==> config.mk <==
export PLATFORM = sky130hd
export DESIGN_NAME = fetch_ctrl
export DESIGN_NICKNAME = d
export VERILOG_FILES = /design/src/rtl/fetch_ctrl_pkg.sv /design/src/rtl/fetch_perf_cnt.sv /design/src/rtl/fetch_ctrl.sv
export SDC_FILE = /design/constraint.sdc
export NUM_CORES = 1
export LEC_CHECK = 0
export BUFFER_PORTS_ARGS = -buffer_cell sky130_fd_sc_hd__clkbuf_2
export CAP_MARGIN = 20
export CORE_AREA = 4 4 80 82
export CTS_CLUSTER_DIAMETER = 150
export CTS_CLUSTER_SIZE = 14
export DETAILED_ROUTE_END_ITERATION = 8
export DIE_AREA = 0 0 84 86
export PLACE_DENSITY = 0.76
export SLEW_MARGIN = 30
export SYNTH_ARGS = -nofsm -noshare
export SYNTH_HDL_FRONTEND = slang
export SYNTH_SLANG_ARGS = --single-unit
export TNS_END_PERCENT = 50
==> constraint.sdc <==
create_clock -name clk -period 2.05 [get_ports clk]
set_clock_uncertainty 0.2 [all_clocks]
set_input_delay 0.205 -clock clk [delete_from_list [all_inputs] [get_ports clk]]
set_output_delay 0.205 -clock clk [all_outputs]
set_load 0.05 [all_outputs]
==> src/rtl/fetch_ctrl_pkg.sv <==
// fetch_ctrl_pkg: shared state encoding and default widths for the fetch sequencer
package fetch_ctrl_pkg;
  typedef enum logic [1:0] {RUN = 2'd0, STALL = 2'd1, RECOVER = 2'd2, HALTED = 2'd3} fetch_state_e;
  localparam int FETCH_XLEN = 32;
endpackage

==> src/rtl/fetch_perf_cnt.sv <==
// fetch_perf_cnt: saturating event counter, cleared by rst
//   clk, rst   clock and synchronous active-high reset
//   inc_i      count one event this cycle
//   cnt_o      current count, sticks at all-ones
module fetch_perf_cnt #(
  parameter int CNT_W = 32
) (
  input  logic             clk,
  input  logic             rst,
  input  logic             inc_i,
  output logic [CNT_W-1:0] cnt_o
);
  logic [CNT_W-1:0] cnt_q;
  always_ff @(posedge clk) begin
    if (rst) cnt_q <= '0;
    else if (inc_i && !(&cnt_q)) cnt_q <= cnt_q + 1'b1;
  end
  assign cnt_o = cnt_q;
endmodule

==> src/rtl/fetch_ctrl.sv <==
// fetch_ctrl: fetch-stage sequencer driving pc_gen from flush/halt/predictor/backpressure events
//   inputs : icache_ready, decode_stall, bp_valid/bp_taken/bp_target, rob_flush/rob_flush_pc, halt_req
//   outputs: pc_stall, pc_branch_taken/pc_branch_target, pc_flush/pc_correct_pc, pc_stop_fetch,
//            fetch_valid, state_o
//   FETCH_PERF_CNT_EN adds perf_stall_cyc, perf_flush_cnt, perf_redirect_cnt (CNT_W each)
module fetch_ctrl
  import fetch_ctrl_pkg::*;
#(
  parameter int XLEN           = FETCH_XLEN,
  parameter int RECOVER_CYCLES = 2
`ifdef FETCH_PERF_CNT_EN
  ,parameter int CNT_W         = 32
`endif
) (
  input  logic            clk,
  input  logic            rst,
  input  logic            icache_ready,
  input  logic            decode_stall,
  input  logic            bp_valid,
  input  logic            bp_taken,
  input  logic [XLEN-1:0] bp_target,
  input  logic            rob_flush,
  input  logic [XLEN-1:0] rob_flush_pc,
  input  logic            halt_req,
  output logic            pc_stall,
  output logic            pc_branch_taken,
  output logic [XLEN-1:0] pc_branch_target,
  output logic            pc_flush,
  output logic [XLEN-1:0] pc_correct_pc,
  output logic            pc_stop_fetch,
  output logic            fetch_valid,
  output logic [1:0]      state_o
`ifdef FETCH_PERF_CNT_EN
  ,output logic [CNT_W-1:0] perf_stall_cyc
  ,output logic [CNT_W-1:0] perf_flush_cnt
  ,output logic [CNT_W-1:0] perf_redirect_cnt
`endif
);
  localparam int CW = RECOVER_CYCLES > 0 ? $clog2(RECOVER_CYCLES + 1) : 1;
  fetch_state_e state_q, state_d;
  logic pend_v_q, pend_v_d;
  logic [XLEN-1:0] pend_q, pend_d;
  logic [CW-1:0] cnt_q, cnt_d;
  logic stall_cond, bp_hit;
  assign stall_cond = decode_stall | ~icache_ready;
  assign bp_hit = bp_valid & bp_taken;
  assign state_o = rst ? RUN : state_q;
  always_ff @(posedge clk) begin
    if (rst) begin
      state_q  <= RUN;
      pend_v_q <= 1'b0;
      pend_q   <= '0;
      cnt_q    <= '0;
    end else begin
      state_q  <= state_d;
      pend_v_q <= pend_v_d;
      pend_q   <= pend_d;
      cnt_q    <= cnt_d;
    end
  end
  // Priority: HALTED state, halt_req, rob_flush, recovery bubble, then RUN/STALL handling.
  always_comb begin
    state_d          = state_q;
    pend_v_d         = pend_v_q;
    pend_d           = pend_q;
    cnt_d            = cnt_q;
    pc_stall         = 1'b0;
    pc_branch_taken  = 1'b0;
    pc_branch_target = '0;
    pc_flush         = 1'b0;
    pc_correct_pc    = '0;
    pc_stop_fetch    = 1'b0;
    fetch_valid      = 1'b0;
    if (!rst) begin
      if (state_q == HALTED) begin
        pc_stop_fetch = 1'b1;
        pc_stall      = 1'b1;
      end else if (halt_req) begin
        pc_stop_fetch = 1'b1;
        state_d       = HALTED;
      end else if (rob_flush) begin
        pc_flush      = 1'b1;
        pc_correct_pc = rob_flush_pc;
        pend_v_d      = 1'b0;
        cnt_d         = CW'(RECOVER_CYCLES);
        state_d       = RECOVER_CYCLES == 0 ? RUN : RECOVER;
      end else if (state_q == RECOVER) begin
        pc_stall = 1'b1;
        cnt_d    = cnt_q - 1'b1;
        if (cnt_q == CW'(1)) state_d = stall_cond ? STALL : RUN;
      end else if (stall_cond) begin
        pc_stall = 1'b1;
        state_d  = STALL;
        // Hold the first taken prediction seen while stalled; later ones are dropped.
        if (bp_hit && !pend_v_q) begin
          pend_v_d = 1'b1;
          pend_d   = bp_target;
        end
      end else begin
        fetch_valid      = 1'b1;
        state_d          = RUN;
        pc_branch_taken  = pend_v_q | bp_hit;
        pc_branch_target = pend_v_q ? pend_q : (bp_hit ? bp_target : '0);
        pend_v_d         = 1'b0;
      end
    end
  end
`ifdef FETCH_PERF_CNT_EN
  logic run_stall;
  assign run_stall = pc_stall & (state_q == RUN || state_q == STALL);
  fetch_perf_cnt #(.CNT_W(CNT_W)) u_stall_cnt (.clk(clk), .rst(rst), .inc_i(run_stall), .cnt_o(perf_stall_cyc));
  fetch_perf_cnt #(.CNT_W(CNT_W)) u_flush_cnt (.clk(clk), .rst(rst), .inc_i(pc_flush), .cnt_o(perf_flush_cnt));
  fetch_perf_cnt #(.CNT_W(CNT_W)) u_redir_cnt (.clk(clk), .rst(rst), .inc_i(pc_branch_taken), .cnt_o(perf_redirect_cnt));
`endif
endmodule
==> results by group, run 1 <==
Power
  – Leak pwr: 1.71 nW
  – Total Power: 1.76 mW
  – PwrDens: 441 nW/um^2
  – VDD IR-drop max: 0.000383 V

Worst setup path
  – Internal reg-to-reg setup slack: 0.08 ns
  – R2R depth: 5
  – Data arrival, critical path: 1.61 ns
  – Worst Path Required: 1.64 ns
  – Startpoint types: flop
  – Critical path fanouts, max: 34
  – Critical path's slowest cell: dfxtp_1
  – Crit path buffers/inverters: 3
  – Reg-to-Reg Start: state_q[1]
  – Most common cell on crit path: nor2_1
  – Top Family by Delay on Critical Path: buffers and inverters
  – RR Endpoint: pend_q[22]
  – WS Path Type: reg -> out
  – Critical path cell sequence: buf_4 > nor2_1 > nand3_2 > buf_12 > nor2_1 > clkbuf_4
  – Crit. End Element: output pin
  – Critical Path Max Stage Delay: 0.33 ns

Global routing
  – GR Util All Layers: 20.7%
  – Vias in the first global route: 2610
  – Initial antenna violation count: 1
  – First-pass GRT wire length: 12500 microns
  – Largest net degree at the start of global routing: 74
  – Total grt overflow: 0

STA
  – Setup TNS: 0 ns
  – Fmax: 0.496 GHz
  – Final setup margin: 0.0342 ns
  – RSZ-0062 raised after global routing: true
  – Final setup fails: 0
  – Final hold vios: 0
  – Worst slew pin tran: 0.513 ns
  – Slew Limit Fails: 0
  – Final min period: 2.02 ns
  – Final worst-path cycle share: 98.3%
  – Max-Slew Margin vs Limit: 65.8%

Floorplan
  – I/O Pins: 143
  – Starting density of the core: 42.2%
  – Die Span Y: 86 microns
  – Placement Rows: 28
  – Die area: 7220 sq um
  – Die Wd: 84 microns
  – Core area: 5750 sq um

Synth
  – Syn Area/Cell: 8.06 sq um
  – Synth unique cells: 25
  – Ys Warns: 0
  – Seq/Total Area, Yosys: 30.5%
  – Syn Inst Count: 301
  – Synthesized cell area: 2430 sq um
  – Synth Net Count: 374
  – #FFs+latches synth: 37

Placed design
  – GPL Wtd Cong: 0.908
  – Setup WS pre-CTS: -0.0587 ns
  – DP Wirelength: 5210 microns
  – # port buffers: 142

Min path
  – Hold Path Sink: state_q[1]
  – Min-delay worst type: in -> reg
  – Worst Hold Path Cells: 4
  – Worst hold start: halt_req

Detailed routing
  – Routed WL per cell: 14.3 microns
  – Detailed Routing Iterations Pass 1: 4
  – Post-route ant nets: 0
  – DR iter-0 viols: 109
  – Vias per inst: 4.91
  – Vias: 2688
  – DRC errors left: 0
  – DRT Wirelength: 7830 microns

Clock network
  – Clock tree buffer depth: 2
  – Clock sink count: 37
  – H-tree lvl count: 2
  – Clk root buf: clkbuf_8
  – CTS tree: built
  – Num CTS Buffers: 5
  – Clock slew at reported path FFs: 0.07 ns
  – Worst skew pair latency: 0.28 ns

Run
  – Total of max-cap violations: 0

Layout
  – Fillcell total: 444
  – P&R area growth vs syn: 64.1%
  – Share of cells above drive strength 1: 41.1%
  – Nets: 544

Outcome
  – Status: finished clean
## worst max path at each step
| stage | from | end | slack (ns) | cells after the start |
|---|---|---|---|---|
| floorplan | pend_v_q | pc_branch_target[10] | -0.15 | 6 |
| global placement | state_q[1] | pc_correct_pc[27] | 0.06 | 4 |
| detailed placement | state_q[1] | pc_correct_pc[27] | -0.06 | 4 |
| CTS | pend_v_q | pc_branch_target[18] | 0.002 | 5 |
| global route | state_q[1] | pc_branch_target[7] | -0.03 | 6 |
| finish | state_q[1] | pc_branch_target[7] | 0.03 | 6 |
## registers in the layout (all words and copies together), names as in the netlist
| signal | count |
|---|---|
| cnt_q | 2 |
| pend_q | 32 |
| pend_v_q | 1 |
| state_q | 2 |
## power breakdown
group	switching [mW]	internal, mW	leakage [nW]	total, mW
clock network	0.256	0.304	0.0542	0.560
logic	0.243	0.214	1.36	0.458
registers	0.00802	0.732	0.300	0.740
## tightest hold or removal path, stage by stage
cell and delay, ns:
clkbuf_2 0.10, a21oi_2 0.05, buf_4 0.14, a21oi_1 0.10
## cells by family after synthesis
| kind of cell | synth area share, % |
|---|---|
| compound gates | 13.7 |
| fa+ha+maj | 0.515 |
| simple gates | 36.1 |
| flops | 30.5 |
| mux | 13.2 |
| buf+inv | 6.03 |
## per-layer routing
layer | global-route usage (%) | wire length [microns] | up-vias
met4 | 6.58 | 187 | 0
met3 | 4.51 | 554 | 13
met5 | 0 | 0 | -
met2 | 37.4 | 3950 | 114
met1 | 24.4 | 3140 | 1212
li1 | - | - | 1349
## synthesized netlist by cell type
| cell | instances | area share, % |
|---|---|---|
| a211oi_1 | 2 | 0.62 |
| nor3_1 | 1 | 0.21 |
| a22oi_1 | 32 | 9.9 |
| or4_4 | 1 | 0.46 |
| o21a_1 | 2 | 0.62 |
| mux2i_1 | 32 | 13 |
| nand2_1 | 1 | 0.15 |
| nand3_1 | 1 | 0.21 |
| nor2b_1 | 3 | 0.77 |
| and2_1 | 33 | 8.5 |
| inv_1 | 3 | 0.46 |
| ha_1 | 1 | 0.52 |
| or4b_2 | 1 | 0.41 |
| and3b_1 | 2 | 0.72 |
| dfxtp_1 | 37 | 31 |
| nand2b_1 | 68 | 18 |
| nor3_4 | 1 | 0.67 |
| buf_6 | 4 | 1.9 |
| a221oi_1 | 1 | 0.36 |
| nor4_1 | 1 | 0.26 |
| clkbuf_1 | 24 | 3.7 |
| o21ai_0 | 3 | 0.62 |
| nor2_1 | 40 | 6.2 |
| a21oi_1 | 6 | 1.2 |
| a21o_1 | 1 | 0.31 |
## placed cells by master, fill, tap and decap left out, types with 2 or more instances in the layout
master,Yosys,final
buf_12,0,13
nor2_1,40,27
buf_6,4,3
o21a_1,2,2
a211oi_1,2,2
nor2_2,0,13
clkbuf_4,0,21
mux2i_1,32,32
nand2b_1,68,68
nor2b_1,3,3
and2_2,0,8
clkbuf_8,0,7
o21ai_0,3,3
dfxtp_1,37,37
and2_1,33,25
buf_2,0,10
a22oi_1,32,32
inv_1,3,3
buf_4,0,20
a21oi_1,6,5
dlygate4sd3_1,0,32
clkbuf_2,0,91
## area by class of cell
| type | instances | area (sq um) | area share, % |
|---|---|---|---|
| Multi-Input combinational cell | 234 | 1610 | 40.3 |
| Clock inverter | 1 | 5.00 | 0.126 |
| Antenna cell | 1 | 2.50 | 0.0628 |
| Clock buffer | 7 | 96.3 | 2.42 |
| Timing Repair Buffer | 190 | 1430 | 35.8 |
| Sequential cell | 37 | 741 | 18.6 |
| Tap cell | 75 | 93.8 | 2.36 |
| Inverter | 3 | 11.3 | 0.283 |
## through the flow
stage / hold WS [ns] / util (%) / std cells / instance area, sq um
2_1_floorplan: 0.160 / - / 301 / 2470
3_3_place_gp: 0.253 / 59.9 / 505 / 3440
3_5_place_dp: 0.265 / 59.9 / 505 / 3440
4_1_cts: 0.154 / 67.7 / 547 / 3890
5_1_grt: 0.179 / 69.3 / 548 / 3980
6_report: 0.157 / 69.3 / 548 / 3980
## timing repair
action	4_1_cts	5_1_grt
buffers inserted	1	0
hold endpoints to repair	32	0
hold buffers	32	0
resized for setup	5	85
cloned	1	0
endpoints found under the setup margin	34	44
pin swaps	2	0
Power figures use the tool's default switching activity.
==> run 2, diff against run 1 <==
Settings changed: CORE_AREA 4 4 80 82 to 4 4 77 79, DIE_AREA 0 0 84 86 to 0 0 81 83, PLACE_DENSITY 0.76 to 0.81.
Clock period 2.05 ns to 2.49 ns, I/O delays scaled along.
==> run 2 against run 1 <==
Net effect: largest cell class unchanged; via count shrank 6.2%; sequential power shrank 17%; cell count shrank 7.7%; highest routed layer unchanged; clock power grew 10%; core utilization shrank 5.8 points.
==> results by group, run 2 (synthesized netlist as in run 1, its figures left out) <==
Outcome
  – Status: finished clean

Global routing
  – First-pass GRT wire length: 11300 microns (-9.4%)
  – Vias in the first global route: 2417 (-7.4%)
  – Initial antenna violation count: 0 (-1)
  – Largest net degree at the start of global routing: 45 (-39%)
  – GR Util All Layers: 20.8% (+0.12 points)
  – Total grt overflow: 0 (unchanged)

Placed design
  – Post-placement cell count: 498 (-1.4%)
  – DP Wirelength: 5240 microns (+0.53%)
  – # port buffers: 142 (unchanged)
  – GPL Wtd Cong: 0.887 (-2.3%)

Layout
  – Final Non-Filler Cells: 506 (-7.7%)
  – Fillcell total: 483 (+8.8%)
  – Share of cells above drive strength 1: 38.0% (-3.1 points)
  – Biggest regs: pend_q: 32 flops, cnt_q: 2 flops, state_q: 2 flops
  – Most frequent cells in the layout: clkbuf_2, nand2b_1, nor2_1
  – Nets: 506 (-7.0%)
  – Inserted Diodes: 0 (-1)
  – Commonest non-fill, non-tap cell in the layout: clkbuf_2
  – Reg with most FFs: pend_q
  – Max reg flops: 32 (unchanged)
  – P&R area growth vs syn: 39.6%

Clock network
  – Clock sink count: 37 (unchanged)
  – Post-CTS Setup Inserts: 0 (-1)
  – Clock tree buffer depth: 2 (unchanged)
  – CTS tree: built
  – Clk root buf: clkbuf_8
  – Num CTS Buffers: 5 (unchanged)
  – Worst skew pair latency: 0.29 ns (about the same)
  – Clock slew at reported path FFs: 0.08 ns (about the same)
  – H-tree lvl count: 2 (unchanged)

Worst setup path
  – Critical path origin: state_q[1]
  – Crit path buffers/inverters: 2 (-1)
  – Critical path cell sequence: a21oi_2 > and3b_1 > buf_4 > and2_1 > clkbuf_2
  – Startpoint types: flop
  – Crit. End Element: output pin
  – Critical path's slowest cell: dfxtp_1
  – Worst Path Required: 2.04 ns (+0.40 ns)
  – WS Path Type: reg -> out
  – Top Family by Delay on Critical Path: buffers and inverters
  – Critical path fanouts, max: 33 (-2.9%)
  – Data arrival, critical path: 1.86 ns (+0.25 ns)
  – Critical Path Max Stage Delay: 0.43 ns (+0.10 ns)
  – Reg-to-Reg Start: state_q[1]

Power
  – Seq pwr share: 40.2% (-1.9 points)
  – PwrDens: 452 nW/um^2 (+2.4%)
  – Sw Pwr: 0.409 mW (-19%)
  – Total Power: 1.53 mW (-13%)
  – Clock power frac: 40.3% (+8.5 points)
  – Combinational power share: 19.5% (-6.5 points)
  – P_int: 1.12 mW (-10%)
  – Leak pwr: 1.50 nW (-12%)
  – Switching Fraction: 26.7% (-2.1 points)
  – VDD IR-drop max: 0.000365 V (-4.7%)

Min path
  – Worst hold start: bp_target[25]
  – Min-delay worst type: in -> reg

STA
  – Max-Slew Margin vs Limit: 73.9% (+8.1 points)
  – Fmax: 0.433 GHz
  – Final worst-path cycle share: 92.7%
  – Setup TNS: 0 ns (unchanged)
  – Slew Limit Fails: 0 (unchanged)
  – Final setup fails: 0 (unchanged)
  – Final min period: 2.31 ns
  – Final hold vios: 0 (unchanged)
  – Worst slew pin tran: 0.391 ns (-0.121 ns)
  – RSZ-0062 raised after global routing: false

Detailed routing
  – DRC errors left: 0 (unchanged)
  – Routed WL per cell: 13.9 microns (-2.9%)
  – Detailed Routing Iterations Pass 1: 4 (unchanged)
  – Vias: 2521 (-6.2%)
  – DRT Wirelength: 7020 microns (-10%)
  – DR iter-0 viols: 125 (+15%)
  – Vias per inst: 4.98 (+1.6%)
  – Post-route ant nets: 0 (unchanged)

Floorplan
  – Die Wd: 81 microns (-3.6%)
  – Die area: 6720 sq um (-6.9%)
  – Starting density of the core: 45.5% (+3.2 points)
  – I/O Pins: 143 (unchanged)
  – Core area: 5340 sq um (-7.1%)
  – Die Span Y: 83 microns (-3.5%)
  – Placement Rows: 27 (-3.6%)

Run
  – Total of max-cap violations: 0 (unchanged)
run 2: path summary, 6_finish.rpt:
path / to / slack (ns) / cells after the start
hold / removal: pend_q[25] / 0.006 / 3
hold reg to reg: cnt_q[1] / 0.27 / 2
setup / recovery: pc_correct_pc[4] / 0.18 / 5
setup reg to reg: pend_q[23] / 0.49 / 4
run 2: metal layers:
layer  vias up  wire length [microns]  global-route usage, %  part of all wire, %
li1       1266                      -                      -                    -
met1      1176                   3160                   28.7                   45
met2        67                   3440                   32.3                   49
met3        12                    290                   3.36                  4.1
met4         0                    133                   7.68                  1.9
met5         -                      0                      0                    0
run 2: per-stage QoR:
stage | setup slack (ns) | cell area, sq um | hold WS, ns | utilization [%]
final | 0.181 | 3390 | 0.00647 | 63.5
after floorplan | 0.0168 | 2430 | 0.204 | -
after detailed placement | 0.403 | 3250 | 0.263 | 60.9
after global routing | 0.0138 | 3390 | 0.00806 | 63.5
after global placement | 0.499 | 3250 | 0.255 | 60.9
after CTS | 0.0782 | 3380 | 0.000319 | 63.4
run 2: repair_timing:
action,4_1_cts,5_1_grt
setup endpoints to repair,0,31
resized for setup,0,1
hold buffers,0,0
run 2: worst reg2reg max path, delay by kind of cell, from the launching register on:
kind                   cells  cell delay [ns]
flip-flops                 1             0.43
multiplexers               1             0.27
buffers and inverters      1             0.32
AND/OR/NAND/NOR            2             0.71
run 2: cell type report:
class	instances	area (sq um)	area share (%)
inverter	3	11.3	0.332
clock inverter	3	65.1	1.92
clock buffer	5	68.8	2.03
timing repair buffer	153	868	25.6
sequential	37	741	21.9
tap	72	90.1	2.66
multi-input combinational	233	1540	45.6
run 2: power by group through the flow:
| stage | logic, mW | clock network, mW | registers [mW] |
|---|---|---|---|
| after floorplan | 0.195 | 0 | 0.622 |
| after global placement | 0.294 | 0 | 0.627 |
| after detailed placement | 0.298 | 0 | 0.628 |
| after CTS | 0.300 | 0.630 | 0.614 |
| after global routing | 0.326 | 0.660 | 0.617 |
| final | 0.299 | 0.618 | 0.615 |
